$ cat src/rtl/strobe_generator_pkg.sv
// strobe_generator_pkg
//   Shared types and parameter defaults for the strobe generator:
//   FSM state encoding and default widths / reset period.
package strobe_generator_pkg;

  localparam int DEF_PERIOD_WIDTH   = 16;
  localparam int DEF_BURST_WIDTH    = 16;
  localparam int DEF_DEFAULT_PERIOD = 99;

  typedef enum logic [1:0] {
    IDLE = 2'd0,
    RUN  = 2'd1,
    DONE = 2'd2
  } strobe_state_t;

endpackage

$ cat src/rtl/strobe_divider.sv
// strobe_divider
//   Period counter plus the active/pending period registers and the
//   period_data valid/ready handshake.
// Ports:
//   clock, sync_reset     : clock, synchronous active-high reset
//   run                   : FSM is in RUN (counting enabled)
//   restart               : FSM is entering RUN this edge (clear div)
//   period_data/valid     : new period offer
//   period_ready          : pending slot empty
//   strobe                : one-cycle pulse when div reaches the active period
module strobe_divider
  import strobe_generator_pkg::*;
#(
  parameter int PERIOD_WIDTH   = DEF_PERIOD_WIDTH,
  parameter int DEFAULT_PERIOD = DEF_DEFAULT_PERIOD
) (
  input  logic                    clock,
  input  logic                    sync_reset,
  input  logic                    run,
  input  logic                    restart,
  input  logic [PERIOD_WIDTH-1:0] period_data,
  input  logic                    period_valid,
  output logic                    period_ready,
  output logic                    strobe
);

  localparam logic [PERIOD_WIDTH-1:0] ONE = {{(PERIOD_WIDTH-1){1'b0}}, 1'b1};

  logic [PERIOD_WIDTH-1:0] div_q, div_d;
  logic [PERIOD_WIDTH-1:0] period_active_q, period_active_d;
  logic [PERIOD_WIDTH-1:0] pending_q, pending_d;
  logic                    pending_valid_q, pending_valid_d;
  logic                    accept, apply;

  assign strobe       = run && (div_q == period_active_q);
  assign period_ready = !pending_valid_q;
  assign accept       = period_valid && !pending_valid_q;
  // Outside RUN the pending value lands on the next edge; inside RUN only on
  // a strobe edge so the interval in flight keeps its length.
  assign apply        = pending_valid_q && (!run || strobe);

  always_comb begin
    div_d           = div_q;
    period_active_d = period_active_q;
    pending_d       = pending_q;
    pending_valid_d = pending_valid_q;

    if (restart)  div_d = '0;
    else if (run) div_d = strobe ? '0 : div_q + ONE;

    // accept requires !pending_valid, apply requires pending_valid: exclusive
    if (accept) begin
      pending_d       = period_data;
      pending_valid_d = 1'b1;
    end else if (apply) begin
      period_active_d = pending_q;
      pending_valid_d = 1'b0;
    end
  end

  always_ff @(posedge clock) begin
    if (sync_reset) begin
      div_q           <= '0;
      period_active_q <= PERIOD_WIDTH'(DEFAULT_PERIOD);
      pending_q       <= '0;
      pending_valid_q <= 1'b0;
    end else begin
      div_q           <= div_d;
      period_active_q <= period_active_d;
      pending_q       <= pending_d;
      pending_valid_q <= pending_valid_d;
    end
  end

endmodule

$ cat src/rtl/strobe_generator.sv
// strobe_generator
//   Programmable clock-enable strobe source. One-cycle strobe every
//   period+1 cycles while running, continuous or for a fixed burst.
//   Build option: define STROBE_GENERATOR_BURST_EN to include burst
//   counting; otherwise every run is continuous and ends only on stop.
// Ports:
//   clock, sync_reset          : clock, synchronous active-high reset
//   period_data/valid/ready    : period update handshake
//   start, burst_count, stop   : run control (burst_count 0 = continuous)
//   strobe, busy, done         : enable pulse, RUN flag, end-of-run pulse
module strobe_generator
  import strobe_generator_pkg::*;
#(
  parameter int PERIOD_WIDTH   = DEF_PERIOD_WIDTH,
  parameter int BURST_WIDTH    = DEF_BURST_WIDTH,
  parameter int DEFAULT_PERIOD = DEF_DEFAULT_PERIOD
) (
  input  logic                    clock,
  input  logic                    sync_reset,
  input  logic [PERIOD_WIDTH-1:0] period_data,
  input  logic                    period_valid,
  output logic                    period_ready,
  input  logic                    start,
  input  logic [BURST_WIDTH-1:0]  burst_count,
  input  logic                    stop,
  output logic                    strobe,
  output logic                    busy,
  output logic                    done
);

  strobe_state_t state_q, state_d;
  logic          run, restart, last_strobe;

  assign run  = (state_q == RUN);
  assign busy = run;
  assign done = (state_q == DONE);

  strobe_divider #(
    .PERIOD_WIDTH  (PERIOD_WIDTH),
    .DEFAULT_PERIOD(DEFAULT_PERIOD)
  ) u_div (
    .clock       (clock),
    .sync_reset  (sync_reset),
    .run         (run),
    .restart     (restart),
    .period_data (period_data),
    .period_valid(period_valid),
    .period_ready(period_ready),
    .strobe      (strobe)
  );

`ifdef STROBE_GENERATOR_BURST_EN
  localparam logic [BURST_WIDTH-1:0] BONE = {{(BURST_WIDTH-1){1'b0}}, 1'b1};

  logic [BURST_WIDTH-1:0] burst_latched_q, burst_latched_d;
  logic [BURST_WIDTH-1:0] sent_q, sent_d;

  always_comb begin
    burst_latched_d = burst_latched_q;
    sent_d          = sent_q;
    if (restart) begin
      burst_latched_d = burst_count;
      sent_d          = '0;
    end else if (strobe) begin
      sent_d = sent_q + BONE;
    end
  end

  // burst_latched == 0 is continuous mode and never terminates itself
  assign last_strobe = strobe && (burst_latched_q != '0) &&
                       (sent_q == burst_latched_q - BONE);

  always_ff @(posedge clock) begin
    if (sync_reset) begin
      burst_latched_q <= '0;
      sent_q          <= '0;
    end else begin
      burst_latched_q <= burst_latched_d;
      sent_q          <= sent_d;
    end
  end
`else
  logic unused_burst;
  assign unused_burst = ^burst_count;
  assign last_strobe  = 1'b0;
`endif

  always_comb begin
    state_d = state_q;
    restart = 1'b0;
    unique case (state_q)
      IDLE: if (start && !stop) begin
        state_d = RUN;
        restart = 1'b1;
      end
      RUN:  if (stop || last_strobe) state_d = DONE;
      DONE: state_d = IDLE;
      default: state_d = IDLE;
    endcase
  end

  always_ff @(posedge clock) begin
    if (sync_reset) state_q <= IDLE;
    else            state_q <= state_d;
  end

endmodule

$ cat config.mk
export PLATFORM = sky130hd
export DESIGN_NAME = strobe_generator
export DESIGN_NICKNAME = d
export VERILOG_FILES = /design/src/rtl/strobe_generator_pkg.sv /design/src/rtl/strobe_divider.sv /design/src/rtl/strobe_generator.sv
export SDC_FILE = /design/constraint.sdc
export NUM_CORES = 1
export LEC_CHECK = 0
export CAP_MARGIN = 20
export CELL_PAD_IN_SITES_DETAIL_PLACEMENT = 1
export CELL_PAD_IN_SITES_GLOBAL_PLACEMENT = 1
export CORE_ASPECT_RATIO = 0.5
export CORE_MARGIN = 2
export CORE_UTILIZATION = 37
export CTS_BUF_LIST = sky130_fd_sc_hd__clkbuf_4 sky130_fd_sc_hd__clkbuf_8
export CTS_CLUSTER_DIAMETER = 60
export CTS_CLUSTER_SIZE = 10
export DETAILED_ROUTE_END_ITERATION = 16
export PLACE_DENSITY = 0.84
export SLEW_MARGIN = 20
export SYNTH_ARGS = -nofsm -noshare
export SYNTH_HDL_FRONTEND = slang
export SYNTH_HIERARCHICAL = 1
export SYNTH_SLANG_ARGS = --single-unit
$ cat constraint.sdc
create_clock -name clock -period 1.7 [get_ports clock]
set_clock_uncertainty 0.05 [all_clocks]
set_input_delay 0.255 -clock clock [delete_from_list [all_inputs] [get_ports clock]]
set_output_delay 0.255 -clock clock [all_outputs]
set_load 0.005 [all_outputs]
Word-level counts from Yosys, hierarchy flattened
Index checks and enable logic that the tools add are counted.

operators by class
  equal/unequal tests = 5
  reduce and logical (&&, ||, !) cells = 13
  muxes and demuxes = 8
  $add $sub $neg = 1
  bitwise gates (word level) = 1

operators by type and width
  kind                     count
  $add A16 B1 Y16 const B  1
  $eq A16 B16 Y1           1
  $mux W16                 1
  $logic_and A1 B1 Y1      4
  $mux W1                  4
  $mux W2                  2
  $ne A2 B2 Y1 const B     2
  $pmux W2 S2              1
  $reduce_and A2 Y1        2
  $logic_not A1 Y1         3
  $eq A2 B1 Y1 const B     1
  $eq A2 B2 Y1 const B     1
  $logic_not A2 Y1         1
  $reduce_bool A2 Y1       1
  $reduce_or A2 Y1         1
  $logic_or A1 B1 Y1       1
  $not A1 Y1               1

word-level totals
  register bits after elaboration = 51
  logic and storage cells = 33
  input bits = 37

Depth between registers and ports, before layout
Gate-level depths: netlist of run 1.

  depth in word-level cells = 6
  mapped depth = 8
  depth with buffers taken out = 6

By module
Netlist of run 1, hierarchy kept.

modules (own cells, without submodules)
  module            cells each  times used  area an instance (um^2)  sequential area each (um^2)
  strobe_divider    292         1           2453.6                   980.9
  strobe_generator  8           1           96.3                     40.0

Worst setup path before layout of run 1
No wires, ideal clock.

  kind = register -> register
  start point = register state_q[0]
  end point = register u_div.period_active_q[10]
  path buffers = 2
  path slack = -17 ps
  stages on the path, launching flop included = 9
  data arrival time = 1539 ps
  clock period less this slack = 1717 ps
  cells stage by stage = dfxtp_1 -> nor2b_4 -> buf_2 -> clkinv_1 -> nand2_1 -> buf_2 -> nor3b_1 -> a31oi_1 -> o211ai_2

between the ends
  longest elaborated chain between the ends = 5
  elaborated cells between the ends (all ways) = 6

RTL lines
  what                                                            RTL line                                    source
  start, declared                                                 strobe_generator.sv:31                      strobe_state_t state_q, state_d;
  start signal, assigned                                          strobe_generator.sv:104                     else state_q <= state_d;
  $eq A2 B1 Y1 *                                                  strobe_generator.sv:34                      assign run = (state_q == RUN);
  net busy                                                        strobe_generator.sv:27                      output logic busy,
  $logic_not A1 Y1 / $logic_and A1 B1 Y1 (equally long branches)  strobe_divider.sv:40, strobe_divider.sv:35
  $logic_or A1 B1 Y1 *                                            strobe_divider.sv:40                        assign apply = pending_valid_q && (!run || strobe);
  $logic_and A1 B1 Y1 *                                           strobe_divider.sv:40
  $reduce_and A2 Y1 (no source line) *                            n/a
  end signal, assigned                                            strobe_divider.sv:64                        period_active_q <= PERIOD_WIDTH'(DEFAULT_PERIOD);
  end signal, assigned                                            strobe_divider.sv:69                        period_active_q <= period_active_d;
  end, declared                                                   strobe_divider.sv:30                        logic [PERIOD_WIDTH-1:0] period_active_q, period_active_d;

The timed path passes the listed nets; every way through them passes the cells marked *.
A chain may end at the register's enable or synchronous reset.

Worst setup path in the final report of run 1
  start point = register u_div.period_active_q[7]
  end point = register u_div.div_q[5]

between the ends
  longest elaborated chain between the ends = 3

RTL lines
  what                  RTL line              source
  $eq A16 B16 Y1        strobe_divider.sv:35  assign strobe = run && (div_q == period_active_q);
  $logic_and A1 B1 Y1   strobe_divider.sv:35
  $mux W16              strobe_divider.sv:49  else if (run) div_d = strobe ? '0 : div_q + ONE;
  end signal, assigned  strobe_divider.sv:68  div_q <= div_d;
  end, declared         strobe_divider.sv:29  logic [PERIOD_WIDTH-1:0] div_q, div_d;

Every way passes these cells.

==> results.cfg, run 1 <==
[power_and_ir_drop]
internal_power_mw = 1.78
seqPwrFrac = 0.524
p_leak_nw = 1.40
power_frac_clock = 0.340
power.total_mw = 2.44
sw_frac_of_total = 0.273
p_comb_frac = 0.136
p_per_area_nw_per_um2 = 697
vdd_drop_max_v = 0.000307
switching_power_uw = 666

[logic_synthesis]
netlist_area_um2 = 2550
synthCells = 300
synthSimpleGateAreaFrac = 0.278
synth_top_cell_area_share = 0.400
synth_compound_gate_area_share = 0.165
yosys.area.top_type = dfxtp_1
syn_nets = 338
ys_async_sr_fraction = 0
yosys_warnings = 6
seq_area_frac_synth = 0.400
synth_fa_ha_area_frac = 0.00491
ys.flop_type = dfxtp_1
synth_top_family_by_area = simple AND/OR/NAND/NOR gates
synth.avg_cell_area_um2 = 8.50
synthXorXnorAreaFrac = 0.0996
muxShareOfSynthArea = 0
synth_edf_count = 0
synth_area_leaders = dfxtp_1 (40%), xor2_1 (9.3%), nand2_1 (7.8%)
yosysUniqueCellTypes = 36
ys_ff_latch = 51

[clock_tree]
clkTransAtPathRegs_ns = 0.10
cts_tree = built
cts_root_buf = clkbuf_8
worst_skew_pair.late_latency_ns = 0.33
cts_sinks = 51
clockBufferDepth = 2
numCtsBuffers = 5
cts.htree.levels = 2

[grt]
grt_pass1_wl_um = 15100
grt_max_degree = 21
grt_overflow = 0
antenna_found_initial = 0
grt_use_total = 0.262
grt_pass1_vias = 2768

[timing]
slew_violations = 0
fin_crit_sh = 1.22
slew-limit-headroom = 0.596
setup_viol = 34
setup_ws_ns = -0.366
timing.fmax_mhz = 484
post-route-min-period_ns = 2.07
rsz0062_at_grt = true
finalHoldViolations = 0
tightest_slew_ns = 0.604

[detailed_routing]
drt_iter0_drc = 324
num_vias = 2699
post_drt_via_cell_ratio = 5.88
remaining_drc_errors = 0
firstDrtPassIters = 5
wl_um = 10100
wl_per_cell_um = 21.9
antenna_left = 0

[critical_path]
cp_max_fo = 13
r2r_start = u_div/period_active_q[7]
critPathCaptureType = flip-flop
rr_endpoint = u_div/div_q[5]
r2r_cells = 8
slowest_stage = nor4_1
slowest_delay_ns = 0.40
critical-path-top-delay-family = simple AND/OR/NAND/NOR gates
crit_arrival_ns = 2.23
crit_required_ns = 1.86
cpMostUsedCell = buf_12
cp_num_buf_inv = 3
critPathKind = reg -> reg
path_cells = xor2_1 > nor4_1 > nand4_1 > buf_4 > buf_12 > o21ai_4 > buf_12 > nor2_1
r2r_setup_slack_ns = -0.37
start_kind = flip-flop

[status]
violations = setup timing
outcome = complete, but fails checks

[finish]
stdcell_count = 459
fillCellCount = 765
area_delta_synth_final_pct = 37.5
nets = 404
drive_gt1_frac = 0.278
antennaDiodeCount = 0

[min_path]
hold_depth = 3
min-delay-start = period_data[5]
holdCritPathClass = in -> reg
min_to = u_div/pending_q[5]

[die]
coreArea_um2 = 6670
start_util = 0.382
fp.dieH_um = 62.7
std_cell_rows = 21
die_area_um2 = 7610
die_width_um = 121
io_pins = 41

[placed_design]
dpl.hpwl_um = 5480
gp_congestion = 0.793
io_buffers = 24
dp.cells = 441

[run]
cap_violations = 0
-- layout by cell type (no fill, tap or decap), drive strengths merged, types with 2 or more instances in the layout --
master / instances
xnor2: 2
a211oi: 4
inv: 2
nand3: 17
o211ai: 12
dfxtp: 51
nand4: 7
a21oi: 17
clkbuf: 8
xor2: 27
clkinv: 2
and3: 2
nor3: 6
clkdlybuf4s50: 21
nor4: 5
o31ai: 4
a31oi: 13
nor2: 23
nand2: 53
or3: 4
nor3b: 12
and4: 2
dlygate4sd2: 2
buf: 57
nand3b: 2
nor2b: 4
-- worst register-to-register path, delay by kind of cell, from the launching register on --
family,cells,cell delay [ns]
and+or+nand+nor,3,0.68
xor gates and xnor gates,1,0.16
AOI/OAI and AO/OA,1,0.17
buffers and inverters,3,0.53
DFF,1,0.37
-- metrics by stage --
step | setup WS (ns) | hold slack (ns) | util | setup TNS (ns) | instance area [um2]
2_1_floorplan | 0.0305 | 0.282 | - | 0 | 2550
6_report | -0.366 | 0.425 | 0.525 | -8.99 | 3510
4_1_cts | -0.228 | 0.431 | 0.521 | -4.43 | 3480
5_1_grt | -0.364 | 0.429 | 0.525 | -9.27 | 3510
3_3_place_gp | -0.259 | 0.412 | 0.472 | -2.18 | 3150
3_5_place_dp | -0.430 | 0.419 | 0.472 | -6.36 | 3150
-- cell families (layout without fill, tap and decap cells) --
group	after synthesis	in the layout
AND/OR/NAND/NOR	141	141
AO/OA/AOI/OAI	53	53
flip-flops	51	51
XOR/XNOR	29	29
buffers and inverters	25	92
adder cells (fa/ha/maj)	1	1
-- power groups by stage --
stage	Sequential, mW	Clock, mW	Combinational, mW
5_1_grt	1.28	0.896	0.353
3_5_place_dp	1.30	0	0.291
4_1_cts	1.27	0.806	0.308
6_report	1.28	0.831	0.332
2_1_floorplan	1.29	0	0.144
3_3_place_gp	1.30	0	0.278
-- what timing repair did --
item,CTS,global route
hold buffers,0,0
buffers inserted,8,1
gates resized for setup,29,6
setup endpoints to repair,36,35
cloned,1,0
endpoints found under the hold margin,0,0
pin swaps,6,3
-- worst max-delay path by stage --
| stage | slack (ns) | from | depth (start not counted) | endpoint |
|---|---|---|---|---|
| after floorplan | 0.03 | u_div/div_q[11] | 7 | strobe |
| after global placement | -0.26 | u_div/div_q[7] | 5 | strobe |
| after detailed placement | -0.43 | u_div/div_q[1] | 5 | strobe |
| after CTS | -0.23 | u_div/div_q[0] | 5 | strobe |
| after global routing | -0.36 | u_div/div_q[1] | 8 | u_div/div_q[5] |
| final | -0.37 | u_div/period_active_q[7] | 8 | u_div/div_q[5] |
-- state kept, by name, summed over array words and instances (netlist names) --
name                   cells
u_div/pending_q           16
u_div/pending_valid_q      1
u_div/period_active_q     16
u_div/div_q               16
state_q                    2
-- synthesized netlist by cell type (2+ instances only) --
| library cell | instances |
|---|---|
| nor2_1 | 23 |
| clkbuf_1 | 12 |
| o31ai_1 | 4 |
| nor4_1 | 5 |
| and3_1 | 2 |
| buf_2 | 3 |
| nor3b_1 | 12 |
| nand2_1 | 53 |
| o211ai_2 | 12 |
| nor3_1 | 6 |
| nor2b_1 | 3 |
| xnor2_1 | 2 |
| dfxtp_1 | 51 |
| clkinv_1 | 2 |
| a211oi_2 | 4 |
| a21oi_1 | 17 |
| buf_6 | 4 |
| nand3_1 | 17 |
| or3_1 | 4 |
| nand3b_1 | 2 |
| a31oi_1 | 13 |
| nand4_1 | 7 |
| inv_1 | 2 |
| xor2_1 | 27 |
| and4_1 | 2 |
-- per-layer routing --
metal | vias up | GRT usage | share of wire
met4 | 0 | 0.102 | 0.048
met3 | 47 | 0.0575 | 0.072
li1 | 1181 | - | -
met1 | 1332 | 0.320 | 0.40
met2 | 139 | 0.449 | 0.48
met5 | - | 0 | 0
-- area by class of cell --
cell class	instances	area, um2	share of cell area
repair buffers	80	743	0.212
flip-flops and latches	51	1030	0.294
multi-input cells	224	1500	0.426
inverters	4	16.3	0.00464
clock buffers	8	104	0.0296
well taps	92	115	0.0328
Note: power is estimated with default switching activity, not from simulation.
==> inputs of run 2 (changes only) <==
- SLEW_MARGIN: 20 -> 15
==> results of run 2 <==
The final DEF is identical to that of run 1; final timing and power are the same.
